$ cat src/rtl/cart_rom_ctrl_if.sv
// rtl/cart_rom_ctrl_if.sv - loader and CPU read bus bundle for cart_rom_ctrl
interface cart_rom_ctrl_if;
   // loader side: byte stream that fills the cartridge RAM
   logic        ioctl_download;
   logic        ioctl_isROM;
   logic        ioctl_wr;
   logic [24:0] ioctl_addr;
   logic [7:0]  ioctl_dout;

   // CPU side: one-cycle read request, data returned one cycle later
   logic [15:0] addr;
   logic        SLTSL_n;
   logic        cpu_rd;
   logic [7:0]  d_to_cpu;
   logic        rd_valid;

   modport master (
      output ioctl_download, ioctl_isROM, ioctl_wr, ioctl_addr, ioctl_dout,
      output addr, SLTSL_n, cpu_rd,
      input  d_to_cpu, rd_valid
   );

   modport slave (
      input  ioctl_download, ioctl_isROM, ioctl_wr, ioctl_addr, ioctl_dout,
      input  addr, SLTSL_n, cpu_rd,
      output d_to_cpu, rd_valid
   );
endinterface

$ cat src/rtl/cart_rom_ctrl.sv
// rtl/cart_rom_ctrl.sv - cartridge ROM loader, size/header mapper and CPU read port (option: CART_ROM_MIRROR_EN)
module cart_rom_ctrl (
   input  logic            clk,
   input  logic            reset_n,
   cart_rom_ctrl_if.slave  bus,
   output logic [15:0]     mem_addr,
   output logic            mem_we,
   output logic [7:0]      mem_din,
   input  logic [7:0]      mem_q,
   output logic            ready,
   output logic [15:0]     start_addr,
   output logic [15:0]     rom_last
);

   typedef enum logic [1:0] {
      IDLE   = 2'd0,
      LOAD   = 2'd1,
      DETECT = 2'd2,
      READY  = 2'd3
   } state_t;

   // size class chosen in the first detect cycle, consumed in the second
   typedef enum logic [1:0] {
      SZ_16K = 2'd0,
      SZ_32K = 2'd1,
      SZ_48K = 2'd2,
      SZ_BIG = 2'd3
   } size_t;

   state_t      state;
   logic        detect_ph;
   size_t       size_cls;
   logic        oversize;
   logic        wr_seen;
   logic [7:0]  header0 [8];
   logic [7:0]  header1 [8];
   logic        rd_valid_q;
   logic        rd_hit_q;

   logic        load_req;
   logic        ld_in_range;
   logic        ld_accept;
   logic        hdr0_hit;
   logic        hdr1_hit;
   logic [15:0] offset;
   logic [15:0] rd_offset;
   logic        rd_hit;
   logic        h0_ab;
   logic        h1_ab;
   logic [15:0] init0;
   size_t       size_next;
   logic [15:0] start_next;

   assign load_req    = bus.ioctl_download & bus.ioctl_isROM;
   assign ld_in_range = (bus.ioctl_addr[24:16] == 9'd0);
   assign ld_accept   = (state == LOAD) & bus.ioctl_wr & ld_in_range;
   assign hdr0_hit    = (bus.ioctl_addr[15:3] == 13'h0000);
   assign hdr1_hit    = (bus.ioctl_addr[15:3] == 13'h0800);

   // CPU offset into the image, wrapping modulo 64K
   assign offset = bus.addr - start_addr;

`ifdef CART_ROM_MIRROR_EN
   // an 8K image repeats across the whole 16K page it is mapped into
   assign rd_offset = ((rom_last <= 16'h1FFF) && (offset < 16'h4000)) ? {3'b000, offset[12:0]} : offset;
`else
   assign rd_offset = offset;
`endif

   assign rd_hit = (state == READY) & bus.cpu_rd & ~bus.SLTSL_n & (rd_offset <= rom_last);

   // "AB" signature and init vector from the captured headers
   assign h0_ab = (header0[0] == 8'h41) && (header0[1] == 8'h42);
   assign h1_ab = (header1[0] == 8'h41) && (header1[1] == 8'h42);
   assign init0 = {header0[3], header0[2]};

   // size classification from the last loaded address and the oversize flag
   always_comb begin
      size_next = SZ_48K;
      if (oversize || (rom_last > 16'hBFFF)) begin
         size_next = SZ_BIG;
      end else if (rom_last <= 16'h3FFF) begin
         size_next = SZ_16K;
      end else if (rom_last <= 16'h7FFF) begin
         size_next = SZ_32K;
      end
   end

   // start address for the classified size; 16K images follow their init vector
   always_comb begin
      start_next = 16'h0000;
      case (size_cls)
         SZ_16K:  start_next = (init0[15:14] == 2'b10) ? 16'h8000 : 16'h4000;
         SZ_32K:  start_next = (!h0_ab && h1_ab) ? 16'h0000 : 16'h4000;
         default: start_next = 16'h0000;
      endcase
   end

   // RAM port mux: loader writes in LOAD, CPU hit reads in READY, otherwise idle at 0
   always_comb begin
      mem_we   = 1'b0;
      mem_addr = 16'h0000;
      mem_din  = 8'h00;
      if (ld_accept) begin
         mem_we   = 1'b1;
         mem_addr = bus.ioctl_addr[15:0];
         mem_din  = bus.ioctl_dout;
      end else if (rd_hit) begin
         mem_addr = rd_offset;
      end
   end

   // read data comes straight from the RAM output in the cycle after a hit
   assign bus.d_to_cpu = rd_hit_q ? mem_q : 8'hFF;
   assign bus.rd_valid = rd_valid_q;

   // main FSM: load capture, two-cycle detect, ready/abort
   always_ff @(posedge clk or negedge reset_n) begin
      if (!reset_n) begin
         state      <= IDLE;
         detect_ph  <= 1'b0;
         size_cls   <= SZ_16K;
         oversize   <= 1'b0;
         wr_seen    <= 1'b0;
         ready      <= 1'b0;
         start_addr <= 16'h4000;
         rom_last   <= 16'h0000;
         for (int i = 0; i < 8; i++) begin
            header0[i] <= 8'h00;
            header1[i] <= 8'h00;
         end
      end else if (load_req && ((state == IDLE) || (state == READY))) begin
         // a new download always starts from a clean slate
         state     <= LOAD;
         ready     <= 1'b0;
         detect_ph <= 1'b0;
         oversize  <= 1'b0;
         wr_seen   <= 1'b0;
         rom_last  <= 16'h0000;
         for (int i = 0; i < 8; i++) begin
            header0[i] <= 8'h00;
            header1[i] <= 8'h00;
         end
      end else begin
         case (state)
            LOAD: begin
               if (bus.ioctl_wr) begin
                  if (ld_in_range) begin
                     rom_last <= bus.ioctl_addr[15:0];
                     wr_seen  <= 1'b1;
                     if (hdr0_hit) begin
                        header0[bus.ioctl_addr[2:0]] <= bus.ioctl_dout;
                     end
                     if (hdr1_hit) begin
                        header1[bus.ioctl_addr[2:0]] <= bus.ioctl_dout;
                     end
                  end else begin
                     oversize <= 1'b1;
                  end
               end
               if (!bus.ioctl_download) begin
                  // a write landing in the same cycle as the falling edge still counts
                  state     <= (wr_seen || ld_accept) ? DETECT : IDLE;
                  detect_ph <= 1'b0;
               end
            end
            DETECT: begin
               if (!detect_ph) begin
                  size_cls  <= size_next;
                  detect_ph <= 1'b1;
               end else begin
                  start_addr <= start_next;
                  detect_ph  <= 1'b0;
                  ready      <= 1'b1;
                  state      <= READY;
               end
            end
            default: begin
            end
         endcase
      end
   end

   // read response pipeline: every request answers exactly one cycle later
   always_ff @(posedge clk or negedge reset_n) begin
      if (!reset_n) begin
         rd_valid_q <= 1'b0;
         rd_hit_q   <= 1'b0;
      end else begin
         rd_valid_q <= bus.cpu_rd;
         rd_hit_q   <= rd_hit;
      end
   end

endmodule

$ cat src/flat_wrapper.sv
// flat-port wrapper written by rule: the top's interface ports become plain ports
module cart_rom_ctrl_flat 
  (clk, reset_n, mem_addr, mem_we, mem_din, mem_q, ready, start_addr, rom_last, bus_ioctl_download, bus_ioctl_isROM, bus_ioctl_wr, bus_ioctl_addr, bus_ioctl_dout, bus_addr, bus_SLTSL_n, bus_cpu_rd, bus_d_to_cpu, bus_rd_valid);
  cart_rom_ctrl_if bus_i ();
  input  logic clk;
  input  logic reset_n;
  output logic [15:0] mem_addr;
  output logic mem_we;
  output logic [7:0] mem_din;
  input  logic [7:0] mem_q;
  output logic ready;
  output logic [15:0] start_addr;
  output logic [15:0] rom_last;
  input wire logic [$bits(bus_i.ioctl_download)-1:0] bus_ioctl_download;
  input wire logic [$bits(bus_i.ioctl_isROM)-1:0] bus_ioctl_isROM;
  input wire logic [$bits(bus_i.ioctl_wr)-1:0] bus_ioctl_wr;
  input wire logic [$bits(bus_i.ioctl_addr)-1:0] bus_ioctl_addr;
  input wire logic [$bits(bus_i.ioctl_dout)-1:0] bus_ioctl_dout;
  input wire logic [$bits(bus_i.addr)-1:0] bus_addr;
  input wire logic [$bits(bus_i.SLTSL_n)-1:0] bus_SLTSL_n;
  input wire logic [$bits(bus_i.cpu_rd)-1:0] bus_cpu_rd;
  output wire logic [$bits(bus_i.d_to_cpu)-1:0] bus_d_to_cpu;
  output wire logic [$bits(bus_i.rd_valid)-1:0] bus_rd_valid;
  assign bus_i.ioctl_download = bus_ioctl_download;
  assign bus_i.ioctl_isROM = bus_ioctl_isROM;
  assign bus_i.ioctl_wr = bus_ioctl_wr;
  assign bus_i.ioctl_addr = bus_ioctl_addr;
  assign bus_i.ioctl_dout = bus_ioctl_dout;
  assign bus_i.addr = bus_addr;
  assign bus_i.SLTSL_n = bus_SLTSL_n;
  assign bus_i.cpu_rd = bus_cpu_rd;
  assign bus_d_to_cpu = bus_i.d_to_cpu;
  assign bus_rd_valid = bus_i.rd_valid;
  cart_rom_ctrl u_core (.clk(clk), .reset_n(reset_n), .bus(bus_i), .mem_addr(mem_addr), .mem_we(mem_we), .mem_din(mem_din), .mem_q(mem_q), .ready(ready), .start_addr(start_addr), .rom_last(rom_last));
endmodule
$ cat config.mk
export PLATFORM = sky130hd
export DESIGN_NAME = cart_rom_ctrl_flat
export DESIGN_NICKNAME = d
export VERILOG_FILES = /design/src/rtl/cart_rom_ctrl_if.sv /design/src/rtl/cart_rom_ctrl.sv /design/src/flat_wrapper.sv
export SDC_FILE = /design/constraint.sdc
export NUM_CORES = 1
export LEC_CHECK = 0
export ABC_AREA = 1
export ABC_CLOCK_PERIOD_IN_PS = 3100
export CELL_PAD_IN_SITES_DETAIL_PLACEMENT = 0
export CELL_PAD_IN_SITES_GLOBAL_PLACEMENT = 1
export CORE_ASPECT_RATIO = 0.9
export CORE_MARGIN = 2
export CORE_UTILIZATION = 33
export DETAILED_ROUTE_END_ITERATION = 16
export PLACE_DENSITY = 0.82
export SETUP_SLACK_MARGIN = 0.05
export SLEW_MARGIN = 10
export SYNTH_ARGS = -nofsm -noshare
export SYNTH_HDL_FRONTEND = slang
export SYNTH_SLANG_ARGS = --single-unit
$ cat constraint.sdc
create_clock -name clk -period 3.1 [get_ports clk]
set_input_delay 0.465 -clock clk [delete_from_list [all_inputs] [get_ports clk]]
set_output_delay 0.465 -clock clk [all_outputs]
set_load 0.02 [all_outputs]
Word-level counts from Yosys, hierarchy flattened

Cells that the tools add are included.

Bits in registers: 170
Logic and storage cells: 135
Output and inout port bits: 67
Input port bits: 64

Reduce and logical (&&, ||, !) cells: 30
Eq/ne operators: 13
Muxes and demuxes: 49
Add/sub/neg operators: 1
Order comparisons: 6
Bitwise gates (word level): 10

Operator list:

| operator                                                                | count |
|---|---|
| 64-bit two-way mux                                                      | 10 |
| 64-bit bitwise mux                                                      | 2 |
| 16-bit two-way mux                                                      | 7 |
| 8-bit by 7-bit equality test with 1-bit output, second input constant   | 4 |
| 16-bit one-hot mux with 2 select lines                                  | 1 |
| 8-bit demux with 3-bit select                                           | 1 |
| 8-bit two-way mux                                                       | 3 |
| 16-bit > comparator, second input constant                              | 1 |
| 16-bit by 14-bit <= comparator with 1-bit output, second input constant | 1 |
| 16-bit by 15-bit <= comparator with 1-bit output, second input constant | 1 |
| 16-bit <= comparator                                                    | 1 |
| 16-bit subtractor                                                       | 1 |
| 1-bit two-way mux                                                       | 15 |
| 15-bit two-way mux                                                      | 1 |
| 3-bit AND reduction                                                     | 5 |
| 2-bit two-way mux                                                       | 7 |
| 2-bit nonzero test                                                      | 7 |
| 13-bit by 12-bit equality test with 1-bit output, second input constant | 1 |
| 13-bit zero test                                                        | 1 |
| 9-bit zero test                                                         | 1 |
| 4-bit AND reduction                                                     | 2 |
| 1-bit AND                                                               | 6 |
| 2-bit equality test, second input constant                              | 3 |
| 1-bit logical AND                                                       | 5 |
| other kinds (15)                                                        | 22 |

Logic depth before layout (Yosys ltp)

Gate-level depths: netlist of run 1.

Depth in word-level cells: 11
Gate-level depth with buffers: 15
Mapped depth without buffers: 14

Least setup slack after synthesis of run 1

OpenSTA, ideal clock, no wires.

Path type: register -> output
Start point: register u_core.start_addr[14]
End point: output port mem_addr[10]
Path buffers: 1
Stages on the path, launching flop included: 13
Data arrival time: 2.296 ns
Data required time: 2.635 ns
Setup slack: 0.339 ns
Cell sequence: dfstp_2 -> ha_1 -> xnor2_1 -> xor2_1 -> inv_1 -> ha_1 -> nand2_1 -> nor3_2 -> nand3_1 -> nand2_1 -> buf_4 -> nand3_1 -> nand2_1

Longest elaborated chain between the ends: 5

Ends and longest elaborated chain:

| element                | RTL line             | text |
|---|---|---|
| start, declared        | cart_rom_ctrl.sv:11  | `output logic [15:0] start_addr,` |
| start signal, assigned | cart_rom_ctrl.sv:172 | `start_addr <= start_next;` |
| 16-bit subtractor      | cart_rom_ctrl.sv:61  | `assign offset = bus.addr - start_addr;` |
| 16-bit <= comparator   | cart_rom_ctrl.sv:70  | `assign rd_hit = (state == READY) & bus.cpu_rd & ~bus.SLTSL_n & (rd_offset <= rom_last);` |
| 1-bit AND              | cart_rom_ctrl.sv:70  |  |
| 16-bit two-way mux     | cart_rom_ctrl.sv:108 | `end else if (rd_hit) begin` |
| 16-bit two-way mux     | cart_rom_ctrl.sv:104 | `if (ld_accept) begin` |
| end, declared          | flat_wrapper.sv:7    | `output logic [15:0] mem_addr;` |

No other way between the ends.

Worst setup path in the final report of run 1

Start point: register u_core.start_addr[14]
End point: output port mem_addr[2]

Same word-level chain as after synthesis.

==> reports/results.txt, run 1 <==
Mean Syn Cell Area -> 7.30 sq um
Power Dens Cells -> 443 mW/mm^2
Clock network power share -> 0.396
Combinational fraction of design power -> 0.253
Post-synthesis sequential area ratio -> 0.393
Wirelength, routed -> 11500 um
Worst setup SP type -> flip-flop
Routed wire per std cell -> 13.9 um
Synth top area share -> 0.386
Clock-pin slew on the worst setup and hold paths -> 0.05 ns
Critical Path Slowest Stage Cell -> dfstp_2
Yosys reg bits -> 62
Number of global-route vias before repair -> 3811
Row count -> 37
Worst-path fanout max -> 8
Final hold slack -> 0.328 ns
Status -> finished, violations left
Synth cell types -> 39
Sequential power share -> 0.351
Max_slew headroom -> 0.284
Max cap viols -> 0
DP HPWL -> 8620 um
Worst-Margin Slew -> 1.07 ns
Core ar. -> 0.0116 sq mm
Final GP Congestion -> 0.838
Pre-CTS setup slack -> -0.726 ns
Max clock buf depth -> 2
Remaining antenna violation count -> 0
Initial antenna violation count -> 0
CTS Buf Count -> 9
Hold WC Path Type -> in -> async
Max Slew Vio Count -> 0
Pin count of the biggest net entering global routing -> 50
Nets@finish -> 751
Post-route worst setup slack -> -0.00526 ns
Max Clock Freq -> 322 MHz
Failing checks -> setup timing
CP peak stage delay -> 0.55 ns
Clk_lat worst skew -> 0.33 ns
Register area -> 0.00155 sq mm
R2R Setup Slk -> 1.03 ns
LEAKAGE -> 2.89 nW
Worst ir drop on vdd -> 0.324 mV
Final hold vios -> 0
Placed cell count -> 808
Unrepaired setup endpoints after global routing -> true
Switching portion of total power -> 0.305
GRT Overall Usage -> 0.183
Crit. End Element -> output port
Die area -> 0.0129 sq mm
H-tree Lvls -> 3
Synth top area cells -> dfrtp_1 (39%), nand2_1 (18%), ha_1 (6.6%)
Cells after Synth -> 542
Internal power -> 1.77 mW
Initial Util -> 0.342
Die W -> 119 um
CTS root buf -> clkbuf_16
Crit path launch -> u_core.start_addr[14]
IO buf count -> 116
R2R Path End -> u_core.rd_hit_q
Switch Pwr -> 779 uW
First-pass GRT wire length -> 18700 um
CTS Sinks -> 62
Synthesis-to-finish area growth -> 45.7%
Via count -> 3886
Remaining global-route overflow -> 0
Die Ht -> 108 um
Multi-input logic area -> 0.00213 sq mm
Setup Crit Path Kind -> reg -> out
Final Skew -> 0.00641 ns
Yosys warns -> 0
I/O pin count -> 131
CTS tree -> yes
Starting DRT DRC Count -> 253
DP Area -> 0.00524 sq mm
Drt first pass iters -> 5
Layout cells sized above 1 -> 0.148
Tcrit/Tclk final -> 1.00
Fill cells -> 1160
Filler-free cell count of the finished design -> 827
Ant diodes -> 0
CP cell instances -> ha_4, xnor2_2, xor2_1, inv_1, ha_4, nand2_4, nor3_4, nand3_2, nand2_4, buf_8, nand3_1, nand2_1, buf_6
Post-route cell area -> 0.00576 sq mm
Crit path DAT -> 2.64 ns
Setup violations, final -> 2
R2r startpoint -> u_core.start_addr[14]
Routed vias/inst -> 4.70
Mapped cell area -> 0.00396 sq mm
Yosys top cell by area -> dfrtp_1
Crit path required time -> 2.63 ns
Min Tclk post-route -> 3.11 ns
DRC viols -> 0
Reg2Reg Depth -> 9
Fin util -> 0.498
## registers in the layout (all words and copies together) (netlist names)
signal               flops
u_core.header0          18
u_core.header1          16
u_core.rom_last         16
u_core.size_cls          2
u_core.start_addr        2
u_core.state             2
u_core.bus.rd_valid      1
u_core.detect_ph         1
u_core.oversize          1
u_core.rd_hit_q          1
u_core.ready             1
u_core.wr_seen           1
## layout make-up
cell class              instances  area share
clock buffers                  10      0.0415
clock inverters                 6      0.0106
inverters                      74      0.0482
multi-input cells             390       0.370
flip-flops and latches         62       0.269
well taps                     156      0.0339
repair buffers                129       0.226
## power by group through the flow
stage / clock [mW] / combinational [mW] / sequential (mW)
global placement: 0 / 0.550 / 0.903
global route: 1.07 / 0.720 / 0.900
finish: 1.01 / 0.646 / 0.895
CTS: 1.02 / 0.684 / 0.896
floorplan: 0 / 0.310 / 0.914
detailed placement: 0 / 0.559 / 0.907
## worst max-delay path by stage
stage | end | slack, ns | cells past startpoint
after floorplan | mem_addr[10] | 0.34 | 12
after global placement | mem_addr[2] | -0.59 | 15
after detailed placement | mem_addr[13] | -0.73 | 15
after CTS | mem_addr[11] | -0.03 | 15
after global routing | mem_addr[14] | -0.13 | 13
final | mem_addr[2] | -0.005 | 13
## synthesized netlist by cell type
cell,number
o21ai_1,2
nor3b_1,2
nor2_4,2
inv_2,4
a21oi_1,23
a21boi_0,1
nand3b_1,3
nand3_2,1
xor2_1,1
o21ai_2,2
inv_1,70
clkbuf_1,2
and3_2,1
buf_6,5
nand2_2,2
o31ai_1,1
o21ai_0,6
buf_4,16
nor4_1,3
dfrtp_1,61
o22ai_1,4
nand3_1,40
nand4_1,2
buf_2,6
nor2_1,38
nand3_4,1
a21o_1,2
nand4_2,2
xnor2_1,1
nor3_1,15
nand2_1,193
conb_1,1
dfstp_2,1
nor4b_1,2
nor3_2,1
nor2_8,1
nor3_4,2
ha_1,21
a211oi_2,1
## through the flow
step	total power [mW]	setup TNS (ns)
floorplan	1.22	0
global placement	1.45	-9.42
detailed placement	1.47	-11.39
CTS	2.60	-0.316
global route	2.69	-1.86
finish	2.55	-0.0100
## per-layer routing
metal  vias up  wire length (um)  GRT usage
met5         -                 0          0
met4         0               275     0.0756
met3        19               435     0.0217
met2       108              5610      0.306
met1      1834              5140      0.243
li1       1925                 -          -
## what timing repair did
action | CTS | global route
gates resized for setup | 120 | 19
pin swaps | 18 | 20
gates cloned | 1 | 0
setup buffers | 4 | 0
endpoints found under the setup margin | 16 | 16
hold buffers | 0 | 0
## logic make-up (layout without fill, tap and decap cells)
kind of cell / after synthesis / after routing / synth area share
xor gates and xnor gates: 2 / 2 / 0.00443
other: 1 / 14 / 0.000948
and+or+nand+nor: 311 / 311 / 0.351
DFF: 62 / 62 / 0.393
adders and majority gates: 21 / 21 / 0.0664
AOI/OAI and AO/OA: 42 / 42 / 0.0607
buffers and inverters: 103 / 219 / 0.124
## placed cells by master (no fill, tap or decap), drive strengths merged, types with 2 or more instances in the layout
cell type,count
a21o,2
a21oi,23
buf,30
clkbuf,10
clkdlybuf4s50,98
clkinv,4
conb,14
dfrtp,61
ha,21
inv,74
nand2,195
nand3,42
nand3b,3
nand4,4
nor2,41
nor3,18
nor3b,2
nor4,3
nor4b,2
o21ai,10
o22ai,4
## worst max-delay path, delay by kind of cell (launching register included)
kind                     cells  cell delay, ns
XOR/XNOR                     2            0.27
adder cells (fa/ha/maj)      2            0.43
buffers and inverters        3            0.36
AND/OR/NAND/NOR              6            0.72
flip-flops                   1            0.55
No activity file was read; power rests on OpenSTA's default activity.
==> inputs of run 2 (changes only) <==
--- a/config.mk
+++ b/config.mk
@@ -9,7 +9,7 @@
 export ABC_CLOCK_PERIOD_IN_PS = 3100
 export CELL_PAD_IN_SITES_DETAIL_PLACEMENT = 0
 export CELL_PAD_IN_SITES_GLOBAL_PLACEMENT = 1
-export CORE_ASPECT_RATIO = 0.9
+export CORE_ASPECT_RATIO = 0.7
 export CORE_MARGIN = 2
 export CORE_UTILIZATION = 33
 export DETAILED_ROUTE_END_ITERATION = 16
==> reports/results.txt, run 2 (synthesis results as in run 1) <==
Fin util -> 0.492
Final hold slack -> 0.0960 ns
Nets@finish -> 753
Max Slew Vio Count -> 0
Crit. End Element -> output port
Worst-Margin Slew -> 0.649 ns
Placed cell count -> 812
Via count -> 3914
Remaining antenna violation count -> 0
Initial Util -> 0.338
Post-CTS Hold Buffers -> 0
Most common cell after layout, fill and taps aside -> nand2_1
Ant diodes -> 0
Initial antenna violation count -> 0
Remaining global-route overflow -> 0
Die W -> 135 um
GRT Overall Usage -> 0.196
LEAKAGE -> 2.89 nW
Max cap viols -> 0
Tcrit/Tclk final -> 0.983
Layout cells sized above 1 -> 0.144
Pin count of the biggest net entering global routing -> 28
Post-route cell area -> 0.00575 sq mm
Routed vias/inst -> 4.72
Crit path DAT -> 2.58 ns
CTS tree -> yes
Clk_lat worst skew -> 0.33 ns
CP peak stage delay -> 0.55 ns
CTS root buf -> clkbuf_16
Max Clock Freq -> 328 MHz
IO buf count -> 116
Starting DRT DRC Count -> 252
Drt first pass iters -> 5
Min Tclk post-route -> 3.05 ns
Top Registers -> u_core.header0 x18, u_core.header1 x16, u_core.rom_last x16
Die area -> 0.0129 sq mm
Worst setup SP type -> flip-flop
Crit path required time -> 2.63 ns
Cell repeated most along the worst path -> ha_4
Wirelength, routed -> 12100 um
DRC viols -> 0
Setup Crit Path Kind -> reg -> out
Power Dens Cells -> 430 mW/mm^2
I/O pin count -> 131
CP cell instances -> ha_4, xnor2_2, xor2_1, inv_1, ha_4, a21oi_2, o21ai_1, a21oi_1, nand2_2, nand2_4, buf_12, nand3_1, nand2_1, buf_6
Filler-free cell count of the finished design -> 830
R2R Setup Slk -> 0.96 ns
Final GP Congestion -> 0.786
Hold WC Path Type -> in -> async
Most frequent cells in the layout -> nand2_1 (179), clkdlybuf4s50_1 (98), inv_1 (70)
Max_slew headroom -> 0.566
Max clock buf depth -> 2
R2r startpoint -> u_core.start_addr[14]
Unrepaired setup endpoints after global routing -> true
Final Power -> 2.47 mW
DP Area -> 0.00527 sq mm
CTS Buf Count -> 9
Worst-path fanout max -> 7
Reg2Reg Depth -> 11
H-tree Lvls -> 3
Critical Path Slowest Stage Cell -> dfstp_2
Worst ir drop on vdd -> 0.246 mV
Row count -> 33
Biggest register -> u_core.header0
DP HPWL -> 9060 um
Clock-pin slew on the worst setup and hold paths -> 0.05 ns
Final hold vios -> 0
Setup violations, final -> 0
Core ar. -> 0.0117 sq mm
Max reg flops -> 18
Number of global-route vias before repair -> 3671
Die Ht -> 95.6 um
Routed wire per std cell -> 14.5 um
First-pass GRT wire length -> 19300 um
Status -> finished, final reports clean
CTS Sinks -> 62
R2R Path End -> u_core.rd_hit_q
Final Skew -> 0.00608 ns
Synthesis-to-finish area growth -> 45.3%
## run 2: cell types whose count changed in the layout (fill, tap and decap cells not counted), sizes merged
cell / previous run / this run
buf: 30 / 32
clkbuf: 10 / 12
bufinv: 1 / 0
clkinv: 4 / 3
## run 2: layer usage
layer	track usage	wire length [um]	vias up
met5	0	0	-
met2	0.301	5450	108
met3	0.0532	624	16
met4	0.0588	184	0
li1	-	-	1934
met1	0.270	5810	1856
## run 2: final cells by class
class,count,area [sq um]
fill,1115,5940
timing repair buffer,131,1330
sequential,62,1550
multi-input combinational,390,2120
clock buffer,12,246
inverter,74,278
clock inverter,4,22.5
tap,157,196
## run 2: critical path: cells and delay by family (launching register included)
family | cells | cell delay (ns)
adders and majority gates | 2 | 0.37
and+or+nand+nor | 4 | 0.37
xor gates and xnor gates | 2 | 0.27
AOI/OAI and AO/OA | 3 | 0.35
buffers and inverters | 3 | 0.34
DFF | 1 | 0.55
## run 2: per-stage QoR
stage / setup WS, ns / setup TNS [ns]
2_1_floorplan: 0.339 / 0
3_3_place_gp: -0.647 / -10.26
3_5_place_dp: -0.717 / -11.21
4_1_cts: -0.0798 / -0.697
5_1_grt: -0.0701 / -0.846
6_report: 0.0533 / 0
## run 2: how the worst max path moves through the flow
stage	from	to	slack [ns]
6_report	u_core.start_addr[14]	mem_addr[11]	0.05
5_1_grt	u_core.start_addr[14]	mem_addr[11]	-0.07
4_1_cts	u_core.start_addr[14]	mem_addr[7]	-0.08
3_5_place_dp	bus_addr[14]	mem_addr[11]	-0.72
3_3_place_gp	bus_addr[14]	mem_addr[10]	-0.65
2_1_floorplan	u_core.start_addr[14]	mem_addr[10]	0.34
## run 2: power breakdown
group | switching [mW] | leakage, nW | internal (mW) | total [mW]
Combinational | 0.379 | 1.91 | 0.289 | 0.669
Sequential | 0.0355 | 0.849 | 0.858 | 0.893
Clock | 0.352 | 0.132 | 0.558 | 0.910
## run 2: what timing repair did
item                                    4_1_cts  5_1_grt
gates resized for setup                     117       19
endpoints found under the setup margin       16       16
pin swaps                                    16       19
cloned                                        1        0
buffers inserted                              2        1
